<file path="src/rtl/sev_seg_scan_driver_if.sv">
// rtl/sev_seg_scan_driver_if.sv - display data in, scanned pin drive out
interface sev_seg_scan_driver_if #(
  parameter int N_DIGITS = 4
);
  logic                    load;
  logic [4*N_DIGITS-1:0]   value;
  logic [N_DIGITS-1:0]     dp_in;
  logic                    blank_lz;
  logic [6:0]              seg_out;
  logic                    dp_out;
  logic [N_DIGITS-1:0]     an_out;
  logic                    frame_done;

  modport master (
    output load, value, dp_in, blank_lz,
    input  seg_out, dp_out, an_out, frame_done
  );

  modport slave (
    input  load, value, dp_in, blank_lz,
    output seg_out, dp_out, an_out, frame_done
  );
endinterface

</file>
<file path="src/rtl/sev_seg_scan_driver.sv">
// rtl/sev_seg_scan_driver.sv - multiplexed 7-segment scan driver with frame-synchronous update
module sev_seg_scan_driver #(
  parameter int N_DIGITS    = 4,
  parameter int REFRESH_DIV = 100000,
  parameter bit ACTIVE_LOW  = 1'b1
) (
  input  logic                  clk,
  input  logic                  rst,
  sev_seg_scan_driver_if.slave  bus
);

  localparam int CW = $clog2(REFRESH_DIV);
  localparam int IW = $clog2(N_DIGITS);
  localparam int VW = 4 * N_DIGITS;

  logic [CW-1:0]       cnt_q, cnt_d;
  logic [IW-1:0]       idx_q, idx_d;
  logic [VW-1:0]       pend_val_q, pend_val_d, shd_val_q, shd_val_d;
  logic [N_DIGITS-1:0] pend_dp_q, pend_dp_d, shd_dp_q, shd_dp_d;
  logic                pend_v_q, pend_v_d;
  logic [6:0]          seg_q, seg_d;
  logic                dp_q, dp_d;
  logic [N_DIGITS-1:0] an_q, an_d;
  logic                fd_q, fd_d;

  logic                tick, last_digit, boundary, blank;
  logic [3:0]          nibble;
  logic [VW-1:0]       upper;

  function automatic logic [6:0] hex_decode(input logic [3:0] h);
    case (h)
      4'h0: hex_decode = 7'h3F;
      4'h1: hex_decode = 7'h06;
      4'h2: hex_decode = 7'h5B;
      4'h3: hex_decode = 7'h4F;
      4'h4: hex_decode = 7'h66;
      4'h5: hex_decode = 7'h6D;
      4'h6: hex_decode = 7'h7D;
      4'h7: hex_decode = 7'h07;
      4'h8: hex_decode = 7'h7F;
      4'h9: hex_decode = 7'h6F;
      4'hA: hex_decode = 7'h77;
      4'hB: hex_decode = 7'h7C;
      4'hC: hex_decode = 7'h39;
      4'hD: hex_decode = 7'h5E;
      4'hE: hex_decode = 7'h79;
      default: hex_decode = 7'h71;
    endcase
  endfunction

  always_comb begin
    tick       = (cnt_q == CW'(REFRESH_DIV - 1));
    last_digit = (idx_q == IW'(N_DIGITS - 1));
    boundary   = tick && last_digit;

    cnt_d = tick ? '0 : cnt_q + CW'(1);
    idx_d = idx_q;
    if (tick) idx_d = last_digit ? '0 : idx_q + IW'(1);

    pend_val_d = pend_val_q;
    pend_dp_d  = pend_dp_q;
    pend_v_d   = pend_v_q;
    shd_val_d  = shd_val_q;
    shd_dp_d   = shd_dp_q;
    if (bus.load) begin
      pend_val_d = bus.value;
      pend_dp_d  = bus.dp_in;
      pend_v_d   = 1'b1;
    end
    // Display content only changes between frames; a load on the boundary cycle bypasses pending.
    if (boundary) begin
      if (bus.load) begin
        shd_val_d = bus.value;
        shd_dp_d  = bus.dp_in;
      end else if (pend_v_q) begin
        shd_val_d = pend_val_q;
        shd_dp_d  = pend_dp_q;
      end
      pend_v_d = 1'b0;
    end

    nibble = shd_val_q[{idx_q, 2'b00} +: 4];
    upper  = shd_val_q >> {idx_q, 2'b00};
    blank  = bus.blank_lz && (idx_q != '0) && (upper == '0);

    seg_d        = blank ? 7'h00 : hex_decode(nibble);
    dp_d         = shd_dp_q[idx_q];
    an_d         = '0;
    an_d[idx_q]  = 1'b1;
    fd_d         = boundary;
  end

  always_ff @(posedge clk) begin
    if (rst) begin
      cnt_q      <= '0;
      idx_q      <= '0;
      pend_val_q <= '0;
      pend_dp_q  <= '0;
      pend_v_q   <= 1'b0;
      shd_val_q  <= '0;
      shd_dp_q   <= '0;
      seg_q      <= '0;
      dp_q       <= 1'b0;
      an_q       <= '0;
      fd_q       <= 1'b0;
    end else begin
      cnt_q      <= cnt_d;
      idx_q      <= idx_d;
      pend_val_q <= pend_val_d;
      pend_dp_q  <= pend_dp_d;
      pend_v_q   <= pend_v_d;
      shd_val_q  <= shd_val_d;
      shd_dp_q   <= shd_dp_d;
      seg_q      <= seg_d;
      dp_q       <= dp_d;
      an_q       <= an_d;
      fd_q       <= fd_d;
    end
  end

  // Registers hold active-high polarity so reset lands on the inactive pin level.
  assign bus.seg_out    = seg_q ^ {7{ACTIVE_LOW}};
  assign bus.dp_out     = dp_q ^ ACTIVE_LOW;
  assign bus.an_out     = an_q ^ {N_DIGITS{ACTIVE_LOW}};
  assign bus.frame_done = fd_q;

endmodule

</file>
<file path="src/flat_wrapper.sv">
// flat-port wrapper written by rule: the top's interface ports become plain ports
module sev_seg_scan_driver_flat 
#(
  parameter int N_DIGITS    = 4,
  parameter int REFRESH_DIV = 100000,
  parameter bit ACTIVE_LOW  = 1'b1
)
  (clk, rst, bus_load, bus_value, bus_dp_in, bus_blank_lz, bus_seg_out, bus_dp_out, bus_an_out, bus_frame_done);
  sev_seg_scan_driver_if #(.N_DIGITS(N_DIGITS)) bus_i ();
  input  logic clk;
  input  logic rst;
  input wire logic [$bits(bus_i.load)-1:0] bus_load;
  input wire logic [$bits(bus_i.value)-1:0] bus_value;
  input wire logic [$bits(bus_i.dp_in)-1:0] bus_dp_in;
  input wire logic [$bits(bus_i.blank_lz)-1:0] bus_blank_lz;
  output wire logic [$bits(bus_i.seg_out)-1:0] bus_seg_out;
  output wire logic [$bits(bus_i.dp_out)-1:0] bus_dp_out;
  output wire logic [$bits(bus_i.an_out)-1:0] bus_an_out;
  output wire logic [$bits(bus_i.frame_done)-1:0] bus_frame_done;
  assign bus_i.load = bus_load;
  assign bus_i.value = bus_value;
  assign bus_i.dp_in = bus_dp_in;
  assign bus_i.blank_lz = bus_blank_lz;
  assign bus_seg_out = bus_i.seg_out;
  assign bus_dp_out = bus_i.dp_out;
  assign bus_an_out = bus_i.an_out;
  assign bus_frame_done = bus_i.frame_done;
  sev_seg_scan_driver #(.N_DIGITS(N_DIGITS), .REFRESH_DIV(REFRESH_DIV), .ACTIVE_LOW(ACTIVE_LOW)) u_core (.clk(clk), .rst(rst), .bus(bus_i));
endmodule
</file>
<file path="config.mk">
export PLATFORM = sky130hd
export DESIGN_NAME = sev_seg_scan_driver_flat
export DESIGN_NICKNAME = d
export VERILOG_FILES = /design/src/rtl/sev_seg_scan_driver_if.sv /design/src/rtl/sev_seg_scan_driver.sv /design/src/flat_wrapper.sv
export SDC_FILE = /design/constraint.sdc
export NUM_CORES = 1
export LEC_CHECK = 0
export BUFFER_PORTS_ARGS = -buffer_cell sky130_fd_sc_hd__buf_4
export CORE_ASPECT_RATIO = 0.75
export CORE_MARGIN = 4
export CORE_UTILIZATION = 45
export DETAILED_ROUTE_END_ITERATION = 16
export SKIP_LAST_GASP = 1
export SLEW_MARGIN = 40
export SYNTH_ARGS = -nofsm -noshare
export SYNTH_HDL_FRONTEND = slang
export SYNTH_SLANG_ARGS = --single-unit
</file>
<file path="constraint.sdc">
create_clock -name clk -period 5.3 [get_ports clk]
set_input_delay 1.325 -clock clk [delete_from_list [all_inputs] [get_ports clk]]
set_output_delay 1.325 -clock clk [all_outputs]
set_load 0.1 [all_outputs]
</file>
Word level (Yosys, flattened, before mapping)
Memory sizes are Yosys's and may differ from the RTL's. A register that Yosys moved wholly into a read port is not among the register bits.
Index checks and enable logic that the tools add are counted.
{"block": "totals", "regBits": 66, "latchBits": 0, "ramBits": 0, "rom_bits": 112, "in_bits": 24, "out_inout_bits": 13, "wordCells": 42, "mem_count": 1}
{"memory": "(name not given)", "depth": 16, "width": 7, "read_ports": 1, "rd_ports_with_merged_regs": 1, "wr": 0, "line_no": "sev_seg_scan_driver.sv:31", "text": "case (h)"}
{"block": "op_classes", "n_addsub": 2, "multipliers": 0, "div": 0, "magnitude_cmp": 2, "n_eq_ne": 2, "shifts": 2, "muxes": 9, "bitwise": 3, "n_reduce_logical": 11}
{"op": "two-way mux 16 bit", "n": 2}
{"op": "adder 17 x 1 -> 17 bit (second input constant)", "n": 1}
{"op": "== test 17 bit (second input constant)", "n": 1}
{"op": "zero test 16 bit", "n": 1}
{"op": "variable part select 16 x 5 -> 4 bit", "n": 1}
{"op": ">> shifter 16 x 4 -> 16 bit", "n": 1}
{"op": "two-way mux 4 bit", "n": 2}
{"op": "inverter 7 bit", "n": 1}
{"op": "OR reduction 2 bit", "n": 3}
{"op": "logical AND 1 bit", "n": 4}
{"op": "inverter 4 bit", "n": 1}
{"op": "nonzero test 2 bit", "n": 2}
{"op": "less-than comparator 2 x 3 -> 1 bit (second input constant)", "n": 1}
{"op": "adder 2 x 1 -> 2 bit (second input constant)", "n": 1}
{"op": "binary-select mux 1 bit (select 2 bit)", "n": 1}
{"op": "demux 1 bit (select 2 bit)", "n": 1}
{"op": "== test 2 bit (second input constant)", "n": 1}
{"op": "greater-or-equal comparator 2 x 1 -> 1 bit (second input constant)", "n": 1}
{"op": "two-way mux 1 bit", "n": 2}
{"op": "two-way mux 2 bit", "n": 1}
{"op": "AND reduction 2 bit", "n": 1}
{"op": "inverter 1 bit", "n": 1}

Longest topological paths before layout
Gate-level depths: netlist (run 1).
{"block": "depth", "word_depth": 4, "mapped_depth": 7}

Worst setup path before layout (run 1)
OpenSTA, ideal clock, no wires.
{"block": "synth_path", "path_kind": "register to register", "from": "reg u_core.idx_q[0]", "to": "reg u_core.seg_q[0]", "setup_ps": 147, "arrival_time_ps": 2350, "t_required_ps": 5153, "setup_slack_ps": 2803, "stages_incl_launch_ff": 8, "path_cell_list": "dfxtp_1 > buf_2 > mux4_2 > inv_1 > ha_1 > nand4b_1 > a2111oi_2 > nor3_1"}
{"block": "synth_between", "elab_chain_cells": 4}
{"element": "start, declared", "line_no": "sev_seg_scan_driver.sv:17", "text": "logic [IW-1:0] idx_q, idx_d;"}
{"element": "start signal, assigned", "line_no": "sev_seg_scan_driver.sv:108", "text": "idx_q <= idx_d;"}
{"element": ">> shifter 16 x 4 -> 16 bit or nonzero test 2 bit (tied branches)", "line_no": "sev_seg_scan_driver.sv:83, sev_seg_scan_driver.sv:84"}
{"element": "zero test 16 bit or logical AND 1 bit (tied branches)", "line_no": "sev_seg_scan_driver.sv:84", "text": "blank = bus.blank_lz && (idx_q != '0) && (upper == '0);"}
{"element": "logical AND 1 bit", "line_no": "sev_seg_scan_driver.sv:84"}
{"element": "OR reduction 2 bit (no line)"}
{"element": "end, declared", "line_no": "sev_seg_scan_driver.sv:21", "text": "logic [6:0] seg_q, seg_d;"}
Parallel ways exist; a longest one is shown, timed or not.
A chain may end at the register's enable or synchronous reset.

Worst setup path after layout (run 1)
Ends and elaborated chain as after synthesis.

==> results of run 1 <==
## kinds of logic (layout without fill, tap and decap cells)
family / after synthesis / count (layout) / share of synthesized area [%]
buffers and inverters: 38 / 75 / 5.18
adders and majority gates: 12 / 12 / 4.54
DFF: 73 / 73 / 44.2
xor gates and xnor gates: 13 / 13 / 3.44
muxes: 50 / 50 / 17.8
AOI/OAI and AO/OA: 26 / 26 / 5.37
and+or+nand+nor: 118 / 118 / 19.5
## final timing paths
kind | from | endpoint | slack, ns
worst max register to register | u_core.idx_q[0] | u_core.seg_q[0] | 2.33
worst min register to register | u_core.cnt_q[0] | u_core.cnt_q[0] | 0.47
worst min-delay path | u_core.cnt_q[0] | u_core.cnt_q[0] | 0.47
worst max-delay path | u_core.idx_q[0] | u_core.seg_q[0] | 2.33
## metrics by stage
step	setup WS (ns)	utilization, %	power (W)	std cells	hold WS (ns)
final	2.33	54.7	0.00105	465	0.467
after global routing	2.09	54.7	0.00109	465	0.514
after CTS	2.31	54.7	0.00106	465	0.470
after detailed placement	2.17	52.0	0.000655	449	0.453
after global placement	2.23	52.0	0.000654	449	0.444
after floorplan	2.80	-	0.000631	330	0.426
## cells in the final DEF (no fill, tap or decap), types with 2 or more instances in the layout
cell type	n
and2_1	2
inv_1	22
nor4_1	5
clkinvlp_4	2
clkbuf_8	11
dfxtp_1	73
ha_1	12
nor2b_1	26
o21ai_0	4
mux4_2	5
mux2_2	19
nor3_1	5
xor2_1	12
nand2_1	10
or3_1	3
and4_1	3
nand4_1	5
a211oi_1	3
or4_1	3
mux2i_1	25
nand3_1	6
nand2b_1	2
buf_4	37
o31ai_1	2
nor2_1	41
a21oi_1	9
## area by class of cell
cell class	count	area (sq um)	area share [%]
Clock buffer	11	151	3.97
Multi-Input combinational cell	219	1680	44.0
Clock inverter	5	37.5	0.985
Timing Repair Buffer	37	278	7.29
Sequential cell	73	1460	38.4
Inverter	22	82.6	2.17
Tap cell	98	123	3.22
## flip-flops by register name, indices dropped and copies added (netlist names)
| register | cells |
|---|---|
| u_core.an_q | 4 |
| u_core.bus.frame_done | 1 |
| u_core.cnt_q | 17 |
| u_core.dp_q | 1 |
| u_core.idx_q | 2 |
| u_core.pend_dp_q | 4 |
| u_core.pend_v_q | 1 |
| u_core.pend_val_q | 16 |
| u_core.seg_q | 7 |
| u_core.shd_dp_q | 4 |
| u_core.shd_val_q | 16 |
## layer usage
metal | GRT usage, % | routed length (um)
met1 | 20.1 | 3230
met4 | 5.36 | 84
met2 | 23.0 | 2520
met3 | 4.90 | 278
met5 | 0 | 0
## power by group
part           switching [W]  internal (W)
logic              0.0000472     0.0000274
registers         0.00000432      0.000562
clock network       0.000208      0.000197
## worst max-delay path: stages (launching register included)
cell and delay [ns]:
dfxtp_1 0.82, mux4_2 0.67, inv_1 0.15, ha_1 0.22
nand4b_1 0.13, a2111oi_2 0.69, nor3_1 0.13
==> metrics.yaml, run 1 <==
floorplanning:
  coreArea_sq_um: 6960
  pin_count: 37
  num_rows: 26
  die_x_um: 107
  dieArea_sq_um: 8800
  die_h_um: 82.3
  initial_core_util_pct: 47.5
timing:
  rsz0062_at_grt: "false"
  period_minus_slack_ns: 2.97
  fin_setup_tns_ns: 0
  max_freq_ghz: 0.337
  worstMarginPinSlew_ns: 0.765
  report.final.setup_viol: 0
  slew_violations: 0
  relSlewSlack_pct: 49.0
  clock_skew_ns: 0.0147
  hold_viol: 0
  period_share_pct: 56.0
clocking:
  clockRootBuffer: "clkbuf_8"
  worstSkewPairLatency_ns: 0.35
  postCtsHoldBufs: 0
  cts_sinks: 73
  cts_resized: 0
  cts_buffers: 9
  post_cts_buffers: 0
  ctsHtreeMaxLevel: 3
  max-clock-path-buffers: 2
  clkSlewWorstSetupHoldPaths_ns: 0.08
  cts_tree: "yes"
synthesis:
  synth_edf_count: 0
  synth_cell_type_count: 44
  ys_async_sr_fraction_pct: 0
  synthCells: 330
  avgSynthCellArea_sq_um: 10.0
  synth.area.top_cells: "dfxtp_1 44%, mux2i_1 7.6%, mux2_2 6.5%, nor2b_1 4.9%, nor2_1 4.7%"
  yosysTopAreaCellShare_pct: 44.2
  seq_area_frac_synth_pct: 44.2
  yosys_warnings: 0
  synthFlopType: "dfxtp_1"
  syn_nets: 366
  netlist.top_cell.by_area: "dfxtp_1"
  synth_area_sq_um: 3310
  synth_top_cells_by_count: "73 x dfxtp_1, 41 x nor2_1, 26 x nor2b_1, 25 x mux2i_1, 22 x inv_1"
  synth_seq_cells: 73
  synth.most_common_cell: "dfxtp_1"
power_and_ir_drop:
  p_leak_nw: 1.54
  power_density_nw_per_um2: 274
  ir_drop_v: 0.000155
worst_setup_path:
  end_kind: "flip-flop"
  start_kind: "flip-flop"
  crit_arrival_ns: 3.16
  path_class: "flip-flop to flip-flop"
  worstPathMaxFanout: 15
  cp.required_ns: 5.50
  reg2reg_depth: 6
global_route:
  track_usage_pct: 15.1
  antenna_found_initial: 0
  grt_pass1_wl_um: 10400
  grt_max_degree: 56
  first_global_vias: 2267
  gr-total-overflow: 0
placement:
  placed_area_sq_um: 3620
  globalplace.congestion: 0.818
  place_hpwl_um: 4230
  io_buffers: 36
routing:
  totalWireLength_um: 6120
  wire_per_inst_um: 13.2
  postRouteAntennaNets: 0
  dr.pass1.iters: 4
  num_vias: 2291
  via_per_inst: 4.93
  drc: 0
  drt_iter0_drc: 26
layout:
  syn_to_final_growth_pct: 15.1
  design_area_sq_um: 3810
  diodes: 0
  fillers: 667
  layout-drive-gt1-share_pct: 22.6
  finalNetCount: 398
job:
  drv_cap: 0
status:
  status: "finished, final reports clean"
min_path:
  hold_path.class: "flip-flop to flip-flop"
  hold_depth: 1
Note: power is estimated with default switching activity, not from simulation.
==> run 2: changes to the inputs <==
Settings changed: ABC_AREA from default to 1.
Clock period 5.3 ns to 2.9 ns, I/O delays scaled along.
==> run 2 against run 1 <==
Non-clock buffer count grew 4. Clock power is 64% higher. Via count grew 29%. Maximum frequency increased by 31%. Power up 77%. Register-to-register slack lost 1.7 ns. Worst setup slack lost 1.7 ns. First-iteration DRC count rose to 4.2 times the previous value. Critical endpoint is now u_core.seg_q[5]. Largest cell class unchanged. Highest routed layer unchanged.
==> metrics.yaml, run 2 <==
min_path:
  hold_end: "u_core.cnt_q[0]"
  hold_path.class: "flip-flop to flip-flop"
  hp-start: "u_core.cnt_q[0]"
  hold_depth: 1  # unchanged
synthesis:
  syn_nets: 531  # +45%
  synth.area.top_cells: "dfxtp_1 40%, nand2_1 8.7%, inv_1 8.1%, nor2_1 7.3%, mux2i_1 5.5%"
  avgSynthCellArea_sq_um: 7.37  # -26%
  synth_top_cells_by_count: "85 x nand2_1, 79 x inv_1, 73 x dfxtp_1, 71 x nor2_1, 27 x nand2_2"
  netlist.top_cell.by_area: "dfxtp_1"
  synth.most_common_cell: "nand2_1"
  synth_seq_cells: 73  # unchanged
  synthCells: 495  # +50%
  ys_async_sr_fraction_pct: 0  # unchanged
  synthFlopType: "dfxtp_1"
  synth_area_sq_um: 3650  # +10%
  synth_cell_type_count: 35  # -20%
  yosysTopAreaCellShare_pct: 40.0  # -4.1 points
  synth_edf_count: 0  # unchanged
  yosys_warnings: 0  # unchanged
  seq_area_frac_synth_pct: 40.0  # -4.1 points
routing:
  num_vias: 2954  # +29%
  totalWireLength_um: 7330  # +20%
  drt_iter0_drc: 108  # +320%
  dr.pass1.iters: 4  # unchanged
  wire_per_inst_um: 11.5  # -12%
  drc: 0  # unchanged
  via_per_inst: 4.64  # -5.7%
  postRouteAntennaNets: 0  # unchanged
worst_setup_path:
  rrSetupSlack_ns: 0.63  # -1.70 ns
  worstPathMaxFanout: 18  # +3
  cp.required_ns: 3.18  # -2.32 ns
  crit_arrival_ns: 2.55  # -0.61 ns
  path_class: "flip-flop to flip-flop"
  end_kind: "flip-flop"
  cp-startpoint: "u_core.idx_q[0]"
  start_kind: "flip-flop"
  reg2reg_depth: 9  # +3
  timing.rr.end: "u_core.seg_q[5]"
  r2r_start: "u_core.idx_q[0]"
placement:
  globalplace.congestion: 0.895  # +9.4%
  dp_slack_ns: 0.650  # -1.52 ns
  dp.cells: 623  # +39%
  place_hpwl_um: 5360  # +27%
  io_buffers: 36  # unchanged
timing:
  worstMarginPinSlew_ns: 0.599  # -0.165 ns
  relSlewSlack_pct: 60.0  # +11 points
  rsz0062_at_grt: "false"
  period_minus_slack_ns: 2.27  # -0.699 ns
  fin_setup_tns_ns: 0  # unchanged
  max_freq_ghz: 0.441  # +31%
  slew_violations: 0  # unchanged
  hold_viol: 0  # unchanged
  fin_ws_ns: 0.633  # -1.70 ns
  clock_skew_ns: 0.0112  # -0.00348 ns
  period_share_pct: 78.2  # +22 points
  report.final.setup_viol: 0  # unchanged
clocking:
  post_cts_buffers: 0  # unchanged
  ctsHtreeMaxLevel: 3  # unchanged
  worstSkewPairLatency_ns: 0.35  # about the same
  cts_resized: 0  # unchanged
  cts_buffers: 9  # unchanged
  clockRootBuffer: "clkbuf_8"
  postCtsHoldBufs: 0  # unchanged
  cts_sinks: 73  # unchanged
  max-clock-path-buffers: 2  # unchanged
  cts_tree: "yes"
  clkSlewWorstSetupHoldPaths_ns: 0.07  # about the same
power_and_ir_drop:
  power.total_w: 0.00185  # +77%
  p_leak_nw: 1.86  # +20%
  ir_drop_v: 0.000283  # +83%
  power_density_nw_per_um2: 449  # +63%
floorplanning:
  pin_count: 37  # unchanged
  die_h_um: 86.0  # +4.5%
  dieArea_sq_um: 9630  # +9.4%
  coreArea_sq_um: 7880  # +13%
  num_rows: 28  # +7.7%
  initial_core_util_pct: 46.3  # -1.2 points
  die_x_um: 112  # +4.6%
layout:
  finalNetCount: 565  # +42%
  final_util_pct: 52.3  # -2.4 points
  fin_cells: 636  # +37%
  layout-drive-gt1-share_pct: 18.3  # -4.3 points
  layout_common_cells: "85 x nand2_1, 79 x inv_1, 73 x dfxtp_1, 71 x nor2_1, 41 x buf_4"
  largest_registers: "u_core.cnt_q x17, u_core.pend_val_q x16, u_core.shd_val_q x16"
  mostFrequentLayoutCell: "nand2_1"
  top_register: "u_core.cnt_q"
  syn_to_final_growth_pct: 13.1
  diodes: 0  # unchanged
  largest_reg_flops: 17  # unchanged
job:
  drv_cap: 0  # unchanged
global_route:
  antenna_found_initial: 0  # unchanged
  grt_max_degree: 28  # -50%
  grt_pass1_wl_um: 12700  # +22%
  track_usage_pct: 16.5  # +1.4 points
  first_global_vias: 2702  # +19%
  gr-total-overflow: 0  # unchanged
status:
  status: "finished, final reports clean"
## run 2: cell count changes after synthesis, moves of 9 or more
cell,delta
nand2_1,+75
inv_1,+57
nor2_1,+30
nand2_2,+27
nor2b_1,-26
mux2_2,-19
nand4_1,+17
nand3_1,+14
o21ai_0,+9
xor2_1,-9
## run 2: kinds of logic (layout without fill, tap and decap cells)
group	count (synthesis)	after routing	synth area share (%)
DFF	73	73	40.0
xor gates and xnor gates	3	3	0.720
buffers and inverters	102	138	11.8
muxes	20	20	5.49
AOI/OAI and AO/OA	33	33	4.87
adders and majority gates	12	12	4.11
and+or+nand+nor	252	252	33.0
## run 2: through the flow
step                      hold slack [ns]  instance area (sq um)
after global placement              0.434                   3980
after detailed placement            0.441                   3980
final                               0.448                   4130
after floorplan                     0.418                   3650
after global routing                0.474                   4130
after CTS                           0.451                   4130
## run 2: metal layers
layer | GRT usage, % | share of wire, %
met1 | 23.4 | 55
met2 | 23.3 | 38
met3 | 5.50 | 5.2
met4 | 6.11 | 1.8
met5 | 0 | 0
## run 2: final cells by class
type / instances / area, sq um
fillers: 772 / 3760
flip-flops and latches: 73 / 1460
well taps: 105 / 131
multi-input cells: 320 / 1760
clock inverters: 1 / 5.00
inverters: 84 / 318
clock buffers: 12 / 145
repair buffers: 41 / 308
## run 2: how the worst max path moves through the flow
stage / endpoint / slack [ns]
finish: u_core.seg_q[5] / 0.63
global route: u_core.seg_q[3] / 0.27
CTS: u_core.seg_q[5] / 0.62
detailed placement: u_core.seg_q[5] / 0.65
global placement: u_core.seg_q[6] / 0.74
floorplan: u_core.seg_q[3] / 0.97
## run 2: worst max-delay path, cell delays in order (launching register included)
cell	delay, ns
dfxtp_1	0.71
o21ai_0	0.15
o21ai_0	0.40
inv_1	0.18
ha_1	0.25
nand3_1	0.08
nor3_1	0.05
nand3_1	0.08
nand2_1	0.16
nor2_1	0.13
## run 2: report_power, final
| group | total (W) | internal (W) | leakage, nW | switching, W |
|---|---|---|---|---|
| Sequential | 0.00104 | 0.00103 | 0.596 | 0.00000741 |
| Clock | 0.000662 | 0.000319 | 0.0782 | 0.000343 |
| Combinational | 0.000154 | 0.0000532 | 1.19 | 0.000101 |
| Total | 0.00185 | 0.00140 | 1.86 | 0.000451 |
==> run 3: changes to the inputs <==
Settings changed: ABC_AREA 1 to 0.
Clock period 2.9 ns to 2.15 ns, I/O delays scaled along.
==> run 3 against run 2 <==
Sequential power is 35% higher. Utilization is 4.6 points higher. Combinational power is 21% higher. Clock skew hardly changed. Wire length is 14% lower. Clock power is 65% higher. Register-to-register slack worse by 0.54 ns. Largest cell class unchanged.
==> metrics.yaml, run 3 (synthesis results as in run 1) <==
routing:
  via_per_inst: 4.94  # +6.4%
  totalWireLength_um: 6300  # -14%
  drc: 0  # unchanged
  wire_per_inst_um: 13.1  # +14%
  drt_iter0_drc: 85  # -21%
  postRouteAntennaNets: 0  # unchanged
  dr.pass1.iters: 5  # +1
  num_vias: 2373  # -20%
job:
  drv_cap: 0  # unchanged
clocking:
  worstSkewPairLatency_ns: 0.36  # about the same
  ctsHtreeMaxLevel: 3  # unchanged
  cts_buffers: 9  # unchanged
  clockRootBuffer: "clkbuf_8"
  max-clock-path-buffers: 2  # unchanged
  postCtsHoldBufs: 0  # unchanged
  clkSlewWorstSetupHoldPaths_ns: 0.09  # +0.02 ns
  cts_tree: "yes"
  cts_sinks: 73  # unchanged
floorplanning:
  dieArea_sq_um: 8800  # -8.6%
  die_x_um: 107  # -4.4%
  die_h_um: 82.3  # -4.3%
  initial_core_util_pct: 47.5  # +1.2 points
  coreArea_sq_um: 6960  # -12%
  num_rows: 26  # -7.1%
  pin_count: 37  # unchanged
timing:
  hold_viol: 0  # unchanged
  period_minus_slack_ns: 2.05  # -0.215 ns
  slew_violations: 0  # unchanged
  report.final.setup_viol: 0  # unchanged
  rsz0062_at_grt: "false"
  relSlewSlack_pct: 69.6  # +9.6 points
  clock_skew_ns: 0.0110  # -0.000259 ns
  max_freq_ghz: 0.487  # +10%
  fin_setup_tns_ns: 0  # unchanged
  worstMarginPinSlew_ns: 0.456  # -0.144 ns
  period_share_pct: 95.4  # +17 points
worst_setup_path:
  worstPathMaxFanout: 7  # -11
  path_cells: "mux4_2, inv_1, ha_1, nand4b_1, a2111oi_4, buf_4, nor4_1"
  start_kind: "flip-flop"
  critPathSlowestCell: "mux4_2"
  r2r_start: "u_core.idx_q[0]"
  end_kind: "flip-flop"
  path_class: "flip-flop to flip-flop"
  max_stage_delay_ns: 0.54  # -0.17 ns
  crit_arrival_ns: 2.29  # -0.26 ns
  cp-startpoint: "u_core.idx_q[0]"
  cp.required_ns: 2.39  # -0.79 ns
layout:
  finalNetCount: 413  # -27%
  top_register: "u_core.cnt_q"
  largest_reg_flops: 17  # unchanged
  mostFrequentLayoutCell: "dfxtp_1"
  layout-drive-gt1-share_pct: 25.9  # +7.6 points
  largest_registers: "u_core.cnt_q x17, u_core.pend_val_q x16, u_core.shd_val_q x16"
  diodes: 0  # unchanged
  final_util_pct: 56.9  # +4.6 points
  layout_common_cells: "72 x dfxtp_1, 51 x buf_4, 41 x nor2_1, 26 x nor2b_1, 25 x mux2i_1"
  syn_to_final_growth_pct: 19.7
global_route:
  gr-total-overflow: 0  # unchanged
  antenna_found_initial: 0  # unchanged
  gr-usage-met3_pct: 6.84  # +1.3 points
  grt_max_degree: 46  # +64%
  grt_pass1_wl_um: 10900  # -14%
  first_global_vias: 2353  # -13%
  grt_use_met2_pct: 24.4  # +1.1 points
  met1_usage_pct: 20.2  # -3.2 points
  track_usage_pct: 15.7  # -0.78 points
  gr-max-usage-layer: "met2"
min_path:
  hold_path.class: "input port to flip-flop"
  hp-start: "bus_value[4]"
power_and_ir_drop:
  ir_drop_v: 0.000465  # +64%
  p_leak_nw: 1.63  # -12%
  power_density_nw_per_um2: 676  # +51%
placement:
  place_hpwl_um: 4370  # -18%
  io_buffers: 36  # unchanged
  globalplace.congestion: 0.855  # -4.5%
status:
  status: "finished, final reports clean"
## run 3: changes by cell type in the layout (fill, tap and decap cells not counted), moves of 14 or more
cell and change:
nand4_1 -17, nor2_1 -30, inv_1 -57, nand3_1 -14
nand2_1 -75, mux2_2 +19, nand2_2 -27, nor2b_1 +26
## run 3: layout make-up
cell class,count,area (sq um)
fillers,677,3000
multi-input cells,219,1690
flip-flops and latches,73,1460
repair buffers,52,403
clock buffers,9,124
well taps,98,123
inverters,22,82.6
clock inverters,7,77.6
## run 3: worst max-delay path, delay by kind of cell, from the launching register on
kind / cells / cell delay [ns]
muxes: 1 / 0.54
DFF: 1 / 0.38
buffers and inverters: 2 / 0.31
AOI/OAI and AO/OA: 1 / 0.30
and+or+nand+nor: 2 / 0.21
adders and majority gates: 1 / 0.20
## run 3: worst paths after layout
path	endpoint	slack [ns]	cells after the start
worst max-delay path	u_core.seg_q[5]	0.1	7
worst min-delay path	u_core.pend_val_q[4]	0.45	3
worst max register to register	u_core.seg_q[5]	0.1	7
worst min register to register	u_core.cnt_q[0]	0.46	1
## run 3: timing repair
action                     in CTS  in global routing
setup endpoints to repair       0                  4
resized for setup               0                  0
setup buffers                   0                  1
## run 3: power breakdown
group / switching, W / leakage (nW) / internal (W)
sequential: 0.0000108 / 0.596 / 0.00139
clock: 0.000547 / 0.100 / 0.000545
combinational: 0.000116 / 0.936 / 0.0000713
total: 0.000674 / 1.63 / 0.00200
## run 3: metal layers
metal / share of wire, % / wire [um] / up-vias
met5: 0 / 0 / -
met4: 1.1 / 67 / 0
met3: 5.8 / 365 / 8
met2: 43 / 2690 / 45
met1: 50 / 3180 / 1098
li1: - / - / 1222
## run 3: per-stage QoR
| step | area, sq um | hold WS, ns | power [W] | setup slack, ns | instances |
|---|---|---|---|---|---|
| 2_1_floorplan | 3330 | 0.426 | 0.00156 | 0.0325 | 330 |
| 3_3_place_gp | 3750 | 0.441 | 0.00162 | 0.183 | 463 |
| 3_5_place_dp | 3750 | 0.450 | 0.00162 | 0.132 | 463 |
| 4_1_cts | 3950 | 0.436 | 0.00272 | 0.107 | 479 |
| 5_1_grt | 3960 | 0.431 | 0.00280 | 0.0108 | 480 |
| 6_report | 3960 | 0.448 | 0.00268 | 0.0979 | 480 |
